### src/rtl/gamecube_command_sender.sv
// Sequences the Gamecube bit transmitter through a whole console command:
// LEN bytes MSB first plus a trailing stop bit, one bit per 4-cycle slot.
module gamecube_command_sender #(
  parameter int MAX_BYTES = 3,
  parameter int LEN_W     = 2
) (
  input  logic                   CLK,
  input  logic                   n_RST,
  input  logic                   START,
  input  logic [LEN_W-1:0]       LEN,
  input  logic [8*MAX_BYTES-1:0] CMD,
  input  logic                   BUSY,
  output logic                   n_SEND,
  output logic                   TX,
  output logic                   ACTIVE,
  output logic                   DONE,
  output logic                   REJECT,
  output logic                   FAULT
);

  localparam int CMD_W = 8 * MAX_BYTES;
  localparam int CNT_W = $clog2(CMD_W + 2);
  localparam logic [LEN_W:0]   MAX_LEN = (LEN_W + 1)'(MAX_BYTES);
  localparam logic [CNT_W-1:0] CNT_ONE = CNT_W'(1);

  typedef enum logic [1:0] {
    IDLE  = 2'd0,
    SEND  = 2'd1,
    DRAIN = 2'd2
  } state_t;

  state_t           state_r, state_s;
  logic [1:0]       phase_r, phase_s;
  logic [CNT_W-1:0] bit_cnt_r, bit_cnt_s;
  logic [CNT_W-1:0] last_bit_r, last_bit_s;
  logic [CMD_W-1:0] shift_r, shift_s;
  logic             n_send_r, n_send_s;
  logic             tx_r, tx_s;
  logic             active_r, active_s;
  logic             done_r, done_s;
  logic             reject_r, reject_s;
  logic             fault_r, fault_s;
  logic             len_bad_s;

  assign len_bad_s = (LEN == {LEN_W{1'b0}}) || ({1'b0, LEN} > MAX_LEN);

  // State and output registers
  always_ff @(posedge CLK or negedge n_RST) begin
    if (!n_RST) begin
      state_r    <= IDLE;
      phase_r    <= 2'd0;
      bit_cnt_r  <= {CNT_W{1'b0}};
      last_bit_r <= {CNT_W{1'b0}};
      shift_r    <= {CMD_W{1'b0}};
      n_send_r   <= 1'b1;
      tx_r       <= 1'b1;
      active_r   <= 1'b0;
      done_r     <= 1'b0;
      reject_r   <= 1'b0;
      fault_r    <= 1'b0;
    end else begin
      state_r    <= state_s;
      phase_r    <= phase_s;
      bit_cnt_r  <= bit_cnt_s;
      last_bit_r <= last_bit_s;
      shift_r    <= shift_s;
      n_send_r   <= n_send_s;
      tx_r       <= tx_s;
      active_r   <= active_s;
      done_r     <= done_s;
      reject_r   <= reject_s;
      fault_r    <= fault_s;
    end
  end

  // Next-state and next-output logic
  always_comb begin
    state_s    = state_r;
    phase_s    = phase_r;
    bit_cnt_s  = bit_cnt_r;
    last_bit_s = last_bit_r;
    shift_s    = shift_r;
    n_send_s   = n_send_r;
    tx_s       = tx_r;
    active_s   = active_r;
    done_s     = 1'b0;
    reject_s   = 1'b0;
    fault_s    = 1'b0;

    case (state_r)
      IDLE: begin
        if (START) begin
          if (len_bad_s) begin
            reject_s = 1'b1;
          end else begin
            state_s    = SEND;
            phase_s    = 2'd0;
            bit_cnt_s  = {CNT_W{1'b0}};
            // index of the stop bit, i.e. 8*LEN
            last_bit_s = CNT_W'({LEN, 3'b000});
            shift_s    = CMD;
            tx_s       = CMD[CMD_W-1];
            n_send_s   = 1'b0;
            active_s   = 1'b1;
          end
        end else begin
          state_s = IDLE;
        end
      end

      SEND: begin
        phase_s = phase_r + 2'd1;
        case (phase_r)
          2'd2: begin
            if (!BUSY) begin
              state_s   = IDLE;
              phase_s   = 2'd0;
              bit_cnt_s = {CNT_W{1'b0}};
              n_send_s  = 1'b1;
              tx_s      = 1'b1;
              active_s  = 1'b0;
              fault_s   = 1'b1;
            end else begin
              state_s = SEND;
            end
          end
          2'd3: begin
            if (bit_cnt_r == last_bit_r) begin
              state_s   = DRAIN;
              phase_s   = 2'd0;
              bit_cnt_s = {CNT_W{1'b0}};
              n_send_s  = 1'b1;
              tx_s      = 1'b1;
            end else begin
              bit_cnt_s = bit_cnt_r + CNT_ONE;
              shift_s   = {shift_r[CMD_W-2:0], 1'b1};
              // shift register may still hold unused trailing bytes, so force the stop bit
              tx_s      = (bit_cnt_s == last_bit_r) ? 1'b1 : shift_r[CMD_W-2];
            end
          end
          default: begin
            state_s = SEND;
          end
        endcase
      end

      DRAIN: begin
        state_s  = IDLE;
        active_s = 1'b0;
        done_s   = 1'b1;
      end

      default: begin
        state_s   = IDLE;
        phase_s   = 2'd0;
        bit_cnt_s = {CNT_W{1'b0}};
        n_send_s  = 1'b1;
        tx_s      = 1'b1;
        active_s  = 1'b0;
      end
    endcase
  end

  assign n_SEND = n_send_r;
  assign TX     = tx_r;
  assign ACTIVE = active_r;
  assign DONE   = done_r;
  assign REJECT = reject_r;
  assign FAULT  = fault_r;

endmodule
### config.mk
export PLATFORM = sky130hd
export DESIGN_NAME = gamecube_command_sender
export DESIGN_NICKNAME = d
export VERILOG_FILES = /design/src/rtl/gamecube_command_sender.sv
export SDC_FILE = /design/constraint.sdc
export NUM_CORES = 1
export LEC_CHECK = 0
export ABC_CLOCK_PERIOD_IN_PS = 4000
export CAP_MARGIN = 20
export CORE_UTILIZATION = 35
export CTS_CLUSTER_DIAMETER = 30
export DETAILED_ROUTE_END_ITERATION = 8
export GPL_ROUTABILITY_DRIVEN = 0
export GPL_TIMING_DRIVEN = 0
export PLACE_DENSITY = 0.55
export SYNTH_ARGS = -nofsm -noshare
export SYNTH_HDL_FRONTEND = slang
export SYNTH_SLANG_ARGS = --single-unit
### constraint.sdc
create_clock -name CLK -period 4 [get_ports CLK]
set_input_delay 0.8 -clock CLK [delete_from_list [all_inputs] [get_ports CLK]]
set_output_delay 0.8 -clock CLK [all_outputs]
set_load 0.01 [all_outputs]
# Word-level counts from Yosys, hierarchy flattened
# Index checks and enable logic that the tools add are counted.
op_classes:
  n_reduce_logical: 10
  n_addsub: 2
  n_lt_le_gt_ge: 0
  bitwise: 2
  n_mux: 47
  eq_ne: 16
  div_mod_pow: 0
  shift: 0
  n_mul: 0
op_table:
  columns: ["operator", "count"]
  rows:
  - ["$mux W23", 4]
  - ["$pmux W23 S2", 1]
  - ["$mux W1", 20]
  - ["$mux W5", 4]
  - ["$pmux W5 S3", 1]
  - ["$mux W2", 7]
  - ["$pmux W2 S2", 3]
  - ["$eq A5 B5 Y1", 2]
  - ["$ne A2 B2 Y1 const B", 5]
  - ["$pmux W5 S2", 1]
  - ["$reduce_and A5 Y1", 2]
  - ["$ne A3 B3 Y1 const B", 3]
  - ["$eq A2 B2 Y1 const B", 3]
  - ["$pmux W1 S2", 3]
  - ["$pmux W1 S3", 2]
  - ["$pmux W2 S3", 1]
  - ["$reduce_and A3 Y1", 2]
  - ["$reduce_and A6 Y1", 1]
  - ["$add A5 B1 Y5 const B", 1]
  - ["$logic_not A2 Y1", 2]
  - ["$reduce_and A4 Y1", 1]
  - ["$ne A3 B2 Y1 const B", 1]
  - ["$add A2 B1 Y2 const B", 1]
  - ["$eq A2 B1 Y1 const B", 1]
  - ["other kinds (4)", 5]
totals:
  n_memories: 0
  ramBits: 0
  rom_bits: 0
  ff_bits: 40
  latch_bits: 0

# Logic depth before layout (Yosys ltp)
# Gate-level depths: netlist of the first run.
depth:
  word_depth: 6
  ltp_mapped: 7

# Least setup slack after synthesis of the first run
# OpenSTA, ideal clock, no wires.
synth_timing:
  path_type: "input to register"
  from: "in LEN[1]"
  to: "reg shift_r[10]"
  required_time_ns: 3.875
  t_arrival_ns: 1.777
  setup_time_ns: 0.125
  cell_stages: 5
  slack_ns: 2.098
  path_buffers: 1
  path_cell_list: "o21ai_0 > nor3_1 > nor2_4 > buf_6 > mux2_4"
synth_via:
  elab_chain_cells: 3
synth_rtl:
  columns: ["item", "line", "source"]
  rows:
  - ["start, declared", "10", "input logic [LEN_W-1:0] LEN,"]
  - ["$logic_not A2 Y1", "45", "assign len_bad_s = (LEN == {LEN_W{1'b0}}) || ({1'b0, LEN} > MAX_LEN);"]
  - ["$ne A2 B2 Y1 (no line)", null, null]
  - ["$reduce_and A5 Y1 (no line)", null, null]
  - ["end signal, assigned", "54", "shift_r <= {CMD_W{1'b0}};"]
  - ["end signal, assigned", "66", "shift_r <= shift_s;"]
  - ["end, declared", "36", "logic [CMD_W-1:0] shift_r, shift_s;"]
# No other way between the ends.
# A chain may end at the register's enable or synchronous reset.

# Final worst setup path of the first run
layout_timing:
  from: "in LEN[1]"
  to: "reg shift_r[4]"
# Same word-level chain as after synthesis.

==> flow_summary_export.csv, run 1 <==
group,metric,value,unit
clocking,cts_buffers,5,
placement,hpwl,3120,µm
route,dr.pass1.iters,5,
synth,synth-edff-count,0,
pwr,p_leak,1.20,nW
placement,dp_cells,288,
final_layout,num-fill-cells,552,
final_layout,final_core_util,46.2,%
critical_path,critical_path.max_fanout,10,
global_route,grt_max_degree,29,
hold_path,min_path_type,"input port to asynchronous set/reset pin",
placement,pre_cts_ws,1.37,ns
clocking,cts_tree,"done",
clocking,cts_hold_buf,0,
floorplan,initial_core_util,36.3,%
synth,synth.net_count,211,
route,wl,4310,µm
timing,min_period_over_period,58.4,%
critical_path,cp_cell_sequence,"clkdlybuf4s50_1 > o21ai_0 > nor3_1 > nor2_4 > buf_6 > mux2_4",
timing,fin_crit,2.33,ns
clocking,cts_buffer_depth,2,
critical_path,reg2reg_depth,6,
clocking,clk_latency,0.29,ns
synth,synthCells,177,
critical_path,cp-end-kind,"flip-flop",
final_layout,antenna_cells,0,
placement,dpl-instance-area,2610,µm²
route,route.detailed.drc,0,
clocking,clkSinkCount,40,
route,dr.first_iter.drc_count,55,
route,wl_met1,2060,µm
clocking,clockRootBuffer,"clkbuf_8",
synth,yosysMostFrequentCell,"dfrtp_1",
final_layout,multi_input_area,1080,µm²
final_layout,syn2layout_area_growth,27.2,%
timing,rsz0062_at_grt,"false",
critical_path,rr_startpoint,"phase_r[0]$_DFFE_PN0P_",
status,outcome,"finished clean",
critical_path,arrival,2.51,ns
global_route,grt_pass1_wl,7200,µm
critical_path,worstReg2RegEnd,"bit_cnt_r[4]$_DFFE_PN0P_",
synth,synth_warnings,0,
clocking,cts.repair.resized,0,
critical_path,path_class,"input port to flip-flop",
pwr,power_per_cell_area,719,nW/µm²
route,postRouteAntennaNets,0,
final_layout,nets,254,
critical_path,cp-start-kind,"input port",
critical_path,crit_end,"shift_r[4]$_DFFE_PN0P_",
synth,syn_area,2150,µm²
timing,max_freq,0.428,GHz
timing,setup_viol,0,
global_route,grt_overflow,0,
synth,syn_area_per_cell,12.1,µm²
clocking,clkTransAtPathRegs,0.07,ns
final_layout,final_cell_area,2740,µm²
timing,finalHoldViolCount,0,
synth,synth_top_area_share,44.2,%
route,vias,1476,
synth,synth_top_flop_cell,"dfrtp_1",
final_layout,seq_area,1000,µm²
timing,setup_ws,1.67,ns
timing,setup_tns,0,ns
floorplan,dieWidth,80.4,µm
pwr,ir_worst_vdd,0.000307,V
final_layout,drive_gt1_share,28.1,%
clocking,cts.htree.levels,2,
critical_path,slowest_stage,"clkdlybuf4s50_1",
route,wire_per_inst,14.6,µm
floorplan,coreArea,5920,µm²
global_route,grt_pass1_vias,1488,
timing,whs,0.408,ns
timing,maxSlewHeadroom,62.1,%
critical_path,critPathLaunch,"LEN[1]",
synth,ys_seq_area_share,46.7,%
timing,tightest_slew,0.563,ns
route,wl_met2,1960,µm
pwr,p_total,1.97,mW
synth,ys_types,36,
synth,synth_area_leader_cell,"dfrtp_1",
critical_path,critPathRequiredTime,4.17,ns
synth,ys_ff_latch,40,
timing,clock_skew,0.00326,ns
floorplan,io_pins,36,
floorplan,die_area,6460,µm²
synth,synthArstFlopShare,100,%
critical_path,r2r_setup_slack,2.09,ns
floorplan,die_h,80.4,µm
critical_path,slowest_delay,0.55,ns
global_route,grt.total_usage,15.0,%
placement,io_buffers,35,
route,highest_layer,"met4",
clocking,cts_setup_buffers,0,
floorplan,rows,28,
timing,slew_violations,0,
global_route,antenna_found_initial,0,
synth,synth_area_leaders,"dfrtp_1, mux2_4, mux2_2",
synth,synth_commonest_cells,"dfrtp_1, mux2_2, mux2_4",
job,maxCapViolations,0,
final_layout,fin_cells,296,
route,met3_length,217,µm
route,routed_via_density,4.99,
[worst min path at each step]
stage	start	endpoint	cells past startpoint	slack, ns
2_1_floorplan	shift_r[1]$_DFFE_PN0P_	shift_r[1]$_DFFE_PN0P_	1	0.47
3_3_place_gp	n_SEND$_DFFE_PN1P_	n_SEND$_DFFE_PN1P_	2	0.48
3_5_place_dp	shift_r[3]$_DFFE_PN0P_	shift_r[3]$_DFFE_PN0P_	1	0.49
4_1_cts	n_RST	shift_r[5]$_DFFE_PN0P_	1	0.41
5_1_grt	n_RST	shift_r[5]$_DFFE_PN0P_	1	0.42
6_report	n_RST	shift_r[5]$_DFFE_PN0P_	1	0.41
[power breakdown]
part | switching [mW] | internal, mW
logic | 0.399 | 0.532
clock network | 0.138 | 0.220
registers | 0.0974 | 0.582
[critical path, delay by kind of cell]
kind | cells | cell delay, ns
AND/OR/NAND/NOR | 2 | 0.50
multiplexers | 1 | 0.30
buffers and inverters | 2 | 0.73
AO/OA/AOI/OAI | 1 | 0.17
[flip-flops by register name, indices dropped and copies added (netlist names)]
signal      flops
DONE            1
REJECT          1
shift_r        23
ACTIVE          1
last_bit_r      2
n_SEND          1
phase_r         2
state_r         2
bit_cnt_r       5
TX              1
FAULT           1
[layer usage]
metal	vias up	GRT usage, %
met4	0	5.36
met5	-	0
li1	716	-
met1	723	20.1
met3	4	3.86
met2	33	23.1
[area by class of cell]
cell class,count,area share [%]
Multi-Input combinational cell,123,39.3
Sequential cell,40,36.7
Clock buffer,7,3.52
Timing Repair Buffer,36,13.4
Inverter,7,0.961
Tap cell,75,3.43
Clock inverter,1,1.10
Buffer,7,1.60
[layout by cell type (no fill, tap or decap), types with 2 or more instances in the layout]
cell,count
dfrtp_1,38
clkdlybuf4s50_1,34
mux2_2,23
mux2_4,19
nor2_1,9
inv_1,7
nand2_1,7
nand3_1,7
clkbuf_8,7
o21ai_0,6
a21oi_1,5
nor2b_1,4
nor3_1,4
a22o_1,4
ha_1,4
buf_2,3
o31ai_1,3
xnor2_1,3
nand3b_1,3
nand4_1,3
mux2i_1,3
dfstp_2,2
clkbuf_1,2
nand2b_1,2
or2_2,2
buf_6,2
a211oi_1,2
[cells by family (layout without fill, tap and decap cells)]
logic type	Yosys count	after routing	synth area share [%]
buf+inv	14	58	3.26
fa+ha+maj	4	4	2.33
xor+xnor	4	4	1.63
flops	40	40	46.7
compound gates	26	26	8.56
simple gates	44	44	10.8
mux	45	45	26.7
No activity file was read; power rests on OpenSTA's default activity.
==> run 2, diff against run 1 <==
--- a/config.mk
+++ b/config.mk
@@ -5,7 +5,7 @@
 export SDC_FILE = /design/constraint.sdc
 export NUM_CORES = 1
 export LEC_CHECK = 0
-export ABC_CLOCK_PERIOD_IN_PS = 4000
+export ABC_CLOCK_PERIOD_IN_PS = 2360
 export CAP_MARGIN = 20
 export CORE_UTILIZATION = 35
 export CTS_CLUSTER_DIAMETER = 30
==> constraint.sdc (replaced) <==
create_clock -name CLK -period 2.36 [get_ports CLK]
set_input_delay 0.472 -clock CLK [delete_from_list [all_inputs] [get_ports CLK]]
set_output_delay 0.472 -clock CLK [all_outputs]
set_load 0.01 [all_outputs]
==> results of run 2 <==
Same layout as run 1 (identical final DEF). Status: finished clean.
Among the figures that moved: setup slack after placement 1.37 ns -> 0.0612 ns; setup slack after layout 1.67 ns -> 0.353 ns; hold slack 0.408 ns -> 0.0796 ns; register-to-register setup slack 2.09 ns -> 0.45 ns; total power 1.97 mW -> 3.34 mW; worst IR drop on VDD 0.000307 V -> 0.000520 V
==> run 3, diff against run 2 <==
--- a/config.mk
+++ b/config.mk
@@ -8,11 +8,11 @@
 export ABC_CLOCK_PERIOD_IN_PS = 2360
 export CAP_MARGIN = 20
 export CORE_UTILIZATION = 35
-export CTS_CLUSTER_DIAMETER = 30
 export DETAILED_ROUTE_END_ITERATION = 8
 export GPL_ROUTABILITY_DRIVEN = 0
 export GPL_TIMING_DRIVEN = 0
 export PLACE_DENSITY = 0.55
+export RECOVER_POWER = 50
 export SYNTH_ARGS = -nofsm -noshare
 export SYNTH_HDL_FRONTEND = slang
 export SYNTH_SLANG_ARGS = --single-unit
==> constraint.sdc (replaced) <==
create_clock -name CLK -period 2.36 [get_ports CLK]
set_input_delay 0.472 -clock CLK [delete_from_list [all_inputs] [get_ports CLK]]
set_output_delay 0.472 -clock CLK [all_outputs]
set_load 0.1 [all_outputs]
==> flow_summary_export.csv, run 3 (synthesized netlist as in run 1, its figures left out) <==
group,metric,value,unit
floorplan,coreArea,5920,µm²
critical_path,crit_end,"ACTIVE",
final_layout,final_common_cell,"dfrtp_1",
critical_path,critPathLaunch,"ACTIVE$_DFFE_PN0P_",
status,outcome,"finished clean",
clocking,cts_tree,"done",
floorplan,dieWidth,80.4,µm
critical_path,path_class,"flip-flop to output port",
route,wire_per_inst,14.6,µm
critical_path,critPathBufInv,1,
global_route,grt_max_degree,29,
critical_path,arrival,1.78,ns
critical_path,slowest_delay,1.13,ns
clocking,clkTransAtPathRegs,0.08,ns
floorplan,initial_core_util,36.3,%
final_layout,regMostFlops,"shift_r",
critical_path,critical_path.max_fanout,2,
route,route.detailed.drc,0,
clocking,cts_setup_buffers,0,
timing,setup_ws,0.103,ns
global_route,grt.total_usage,15.0,%
final_layout,largest_reg_flops,23,
timing,rsz0062_at_grt,"false",
timing,clock_skew,0.00298,ns
floorplan,die_h,80.4,µm
critical_path,worstReg2RegEnd,"bit_cnt_r[4]$_DFFE_PN0P_",
timing,setup_viol,0,
global_route,grt_pass1_wl,7200,µm
pwr,ir_worst_vdd,0.000526,V
route,dr.first_iter.drc_count,55,
clocking,cts_buffer_depth,2,
timing,slew_violations,0,
timing,finalHoldViolCount,0,
route,wl,4320,µm
critical_path,cp.depth,1,
critical_path,reg2reg_depth,6,
route,vias,1476,
clocking,clkSinkCount,40,
final_layout,top_regs,"shift_r x23, bit_cnt_r x5",
final_layout,final_core_util,46.0,%
placement,hpwl,3120,µm
clocking,cts_buffers,5,
placement,io_buffers,35,
timing,maxSlewHeadroom,13.4,%
floorplan,rows,28,
critical_path,critPathRequiredTime,1.89,ns
floorplan,io_pins,36,
route,routed_via_density,4.99,
global_route,antenna_found_initial,0,
timing,min_period_over_period,95.6,%
critical_path,rr_startpoint,"phase_r[0]$_DFFE_PN0P_",
floorplan,die_area,6460,µm²
final_layout,syn2layout_area_growth,26.7,%
pwr,power_per_cell_area,1290,nW/µm²
final_layout,layout_common_cells,"dfrtp_1, clkdlybuf4s50_1, mux2_2",
route,dr.pass1.iters,5,
clocking,cts.htree.levels,2,
clocking,clockRootBuffer,"clkbuf_8",
global_route,grt_pass1_vias,1488,
critical_path,crit_family,"buffers and inverters",
placement,dpl-instance-area,2610,µm²
placement,pre_cts_ws,0.0612,ns
critical_path,cp_cell_sequence,"clkdlybuf4s50_1",
critical_path,cp-start-kind,"flip-flop",
final_layout,antenna_cells,0,
critical_path,r2r_setup_slack,0.45,ns
critical_path,slowest_stage,"clkdlybuf4s50_1",
critical_path,cp-end-kind,"output port",
clocking,clk_latency,0.29,ns
hold_path,min_path_type,"input port to asynchronous set/reset pin",
job,maxCapViolations,0,
timing,max_freq,0.443,GHz
pwr,p_leak,1.20,nW
final_layout,final_cell_area,2720,µm²
final_layout,drive_gt1_share,27.1,%
global_route,grt_overflow,0,
route,postRouteAntennaNets,0,
final_layout,nets,254,
timing,tightest_slew,1.30,ns
timing,fin_crit,2.26,ns
[run 3: changes by cell type in the layout (fill, tap and decap cells not counted)]
cell | before | now
buf_1 | 1 | 0
clkdlybuf4s50_1 | 34 | 32
dlymetal6s2s_1 | 0 | 1
buf_2 | 3 | 2
clkbuf_1 | 2 | 4
dlygate4sd2_1 | 0 | 2
buf_12 | 1 | 0
[run 3: area by class of cell]
cell class,instances,area [µm²]
fill,557,3200
multi-input combinational,123,1080
sequential,40,1000
timing repair buffer,36,354
clock buffer,7,96.3
tap,75,93.8
buffer,7,43.8
clock inverter,1,30.0
inverter,7,26.3
[run 3: power breakdown]
group          internal (mW)  switching (mW)
clock network          0.373           0.234
registers              0.986           0.164
logic                  0.887           0.871
[run 3: worst min path at each step]
stage | to | start | slack (ns)
3_5_place_dp | shift_r[5]$_DFFE_PN0P_ | n_RST | 0.40
4_1_cts | shift_r[5]$_DFFE_PN0P_ | n_RST | 0.08
3_3_place_gp | n_SEND$_DFFE_PN1P_ | n_SEND$_DFFE_PN1P_ | 0.48
6_report | shift_r[5]$_DFFE_PN0P_ | n_RST | 0.22
2_1_floorplan | ACTIVE$_DFFE_PN0P_ | n_RST | 0.18
5_1_grt | shift_r[5]$_DFFE_PN0P_ | n_RST | 0.27
[run 3: timing repair]
action / in CTS / in global routing
setup endpoints to repair: 2 / 0
gates resized for setup: 2 / 0
hold buffers: 0 / 0
[run 3: routing by layer]
| metal | global-route usage, % | wire length [µm] | up-vias |
|---|---|---|---|
| li1 | - | - | 716 |
| met1 | 20.1 | 2060 | 723 |
| met5 | 0 | 0 | - |
| met3 | 3.86 | 218 | 4 |
| met2 | 23.1 | 1970 | 33 |
| met4 | 5.36 | 65 | 0 |
[run 3: per-stage QoR]
step	power, mW	hold slack, ns	setup TNS (ns)	std cells
floorplan	2.56	0.176	0	177
global placement	2.92	0.481	-9.37	287
detailed placement	2.94	0.398	0	288
CTS	3.56	0.0786	0	296
global route	3.74	0.268	0	296
finish	3.52	0.216	0	296
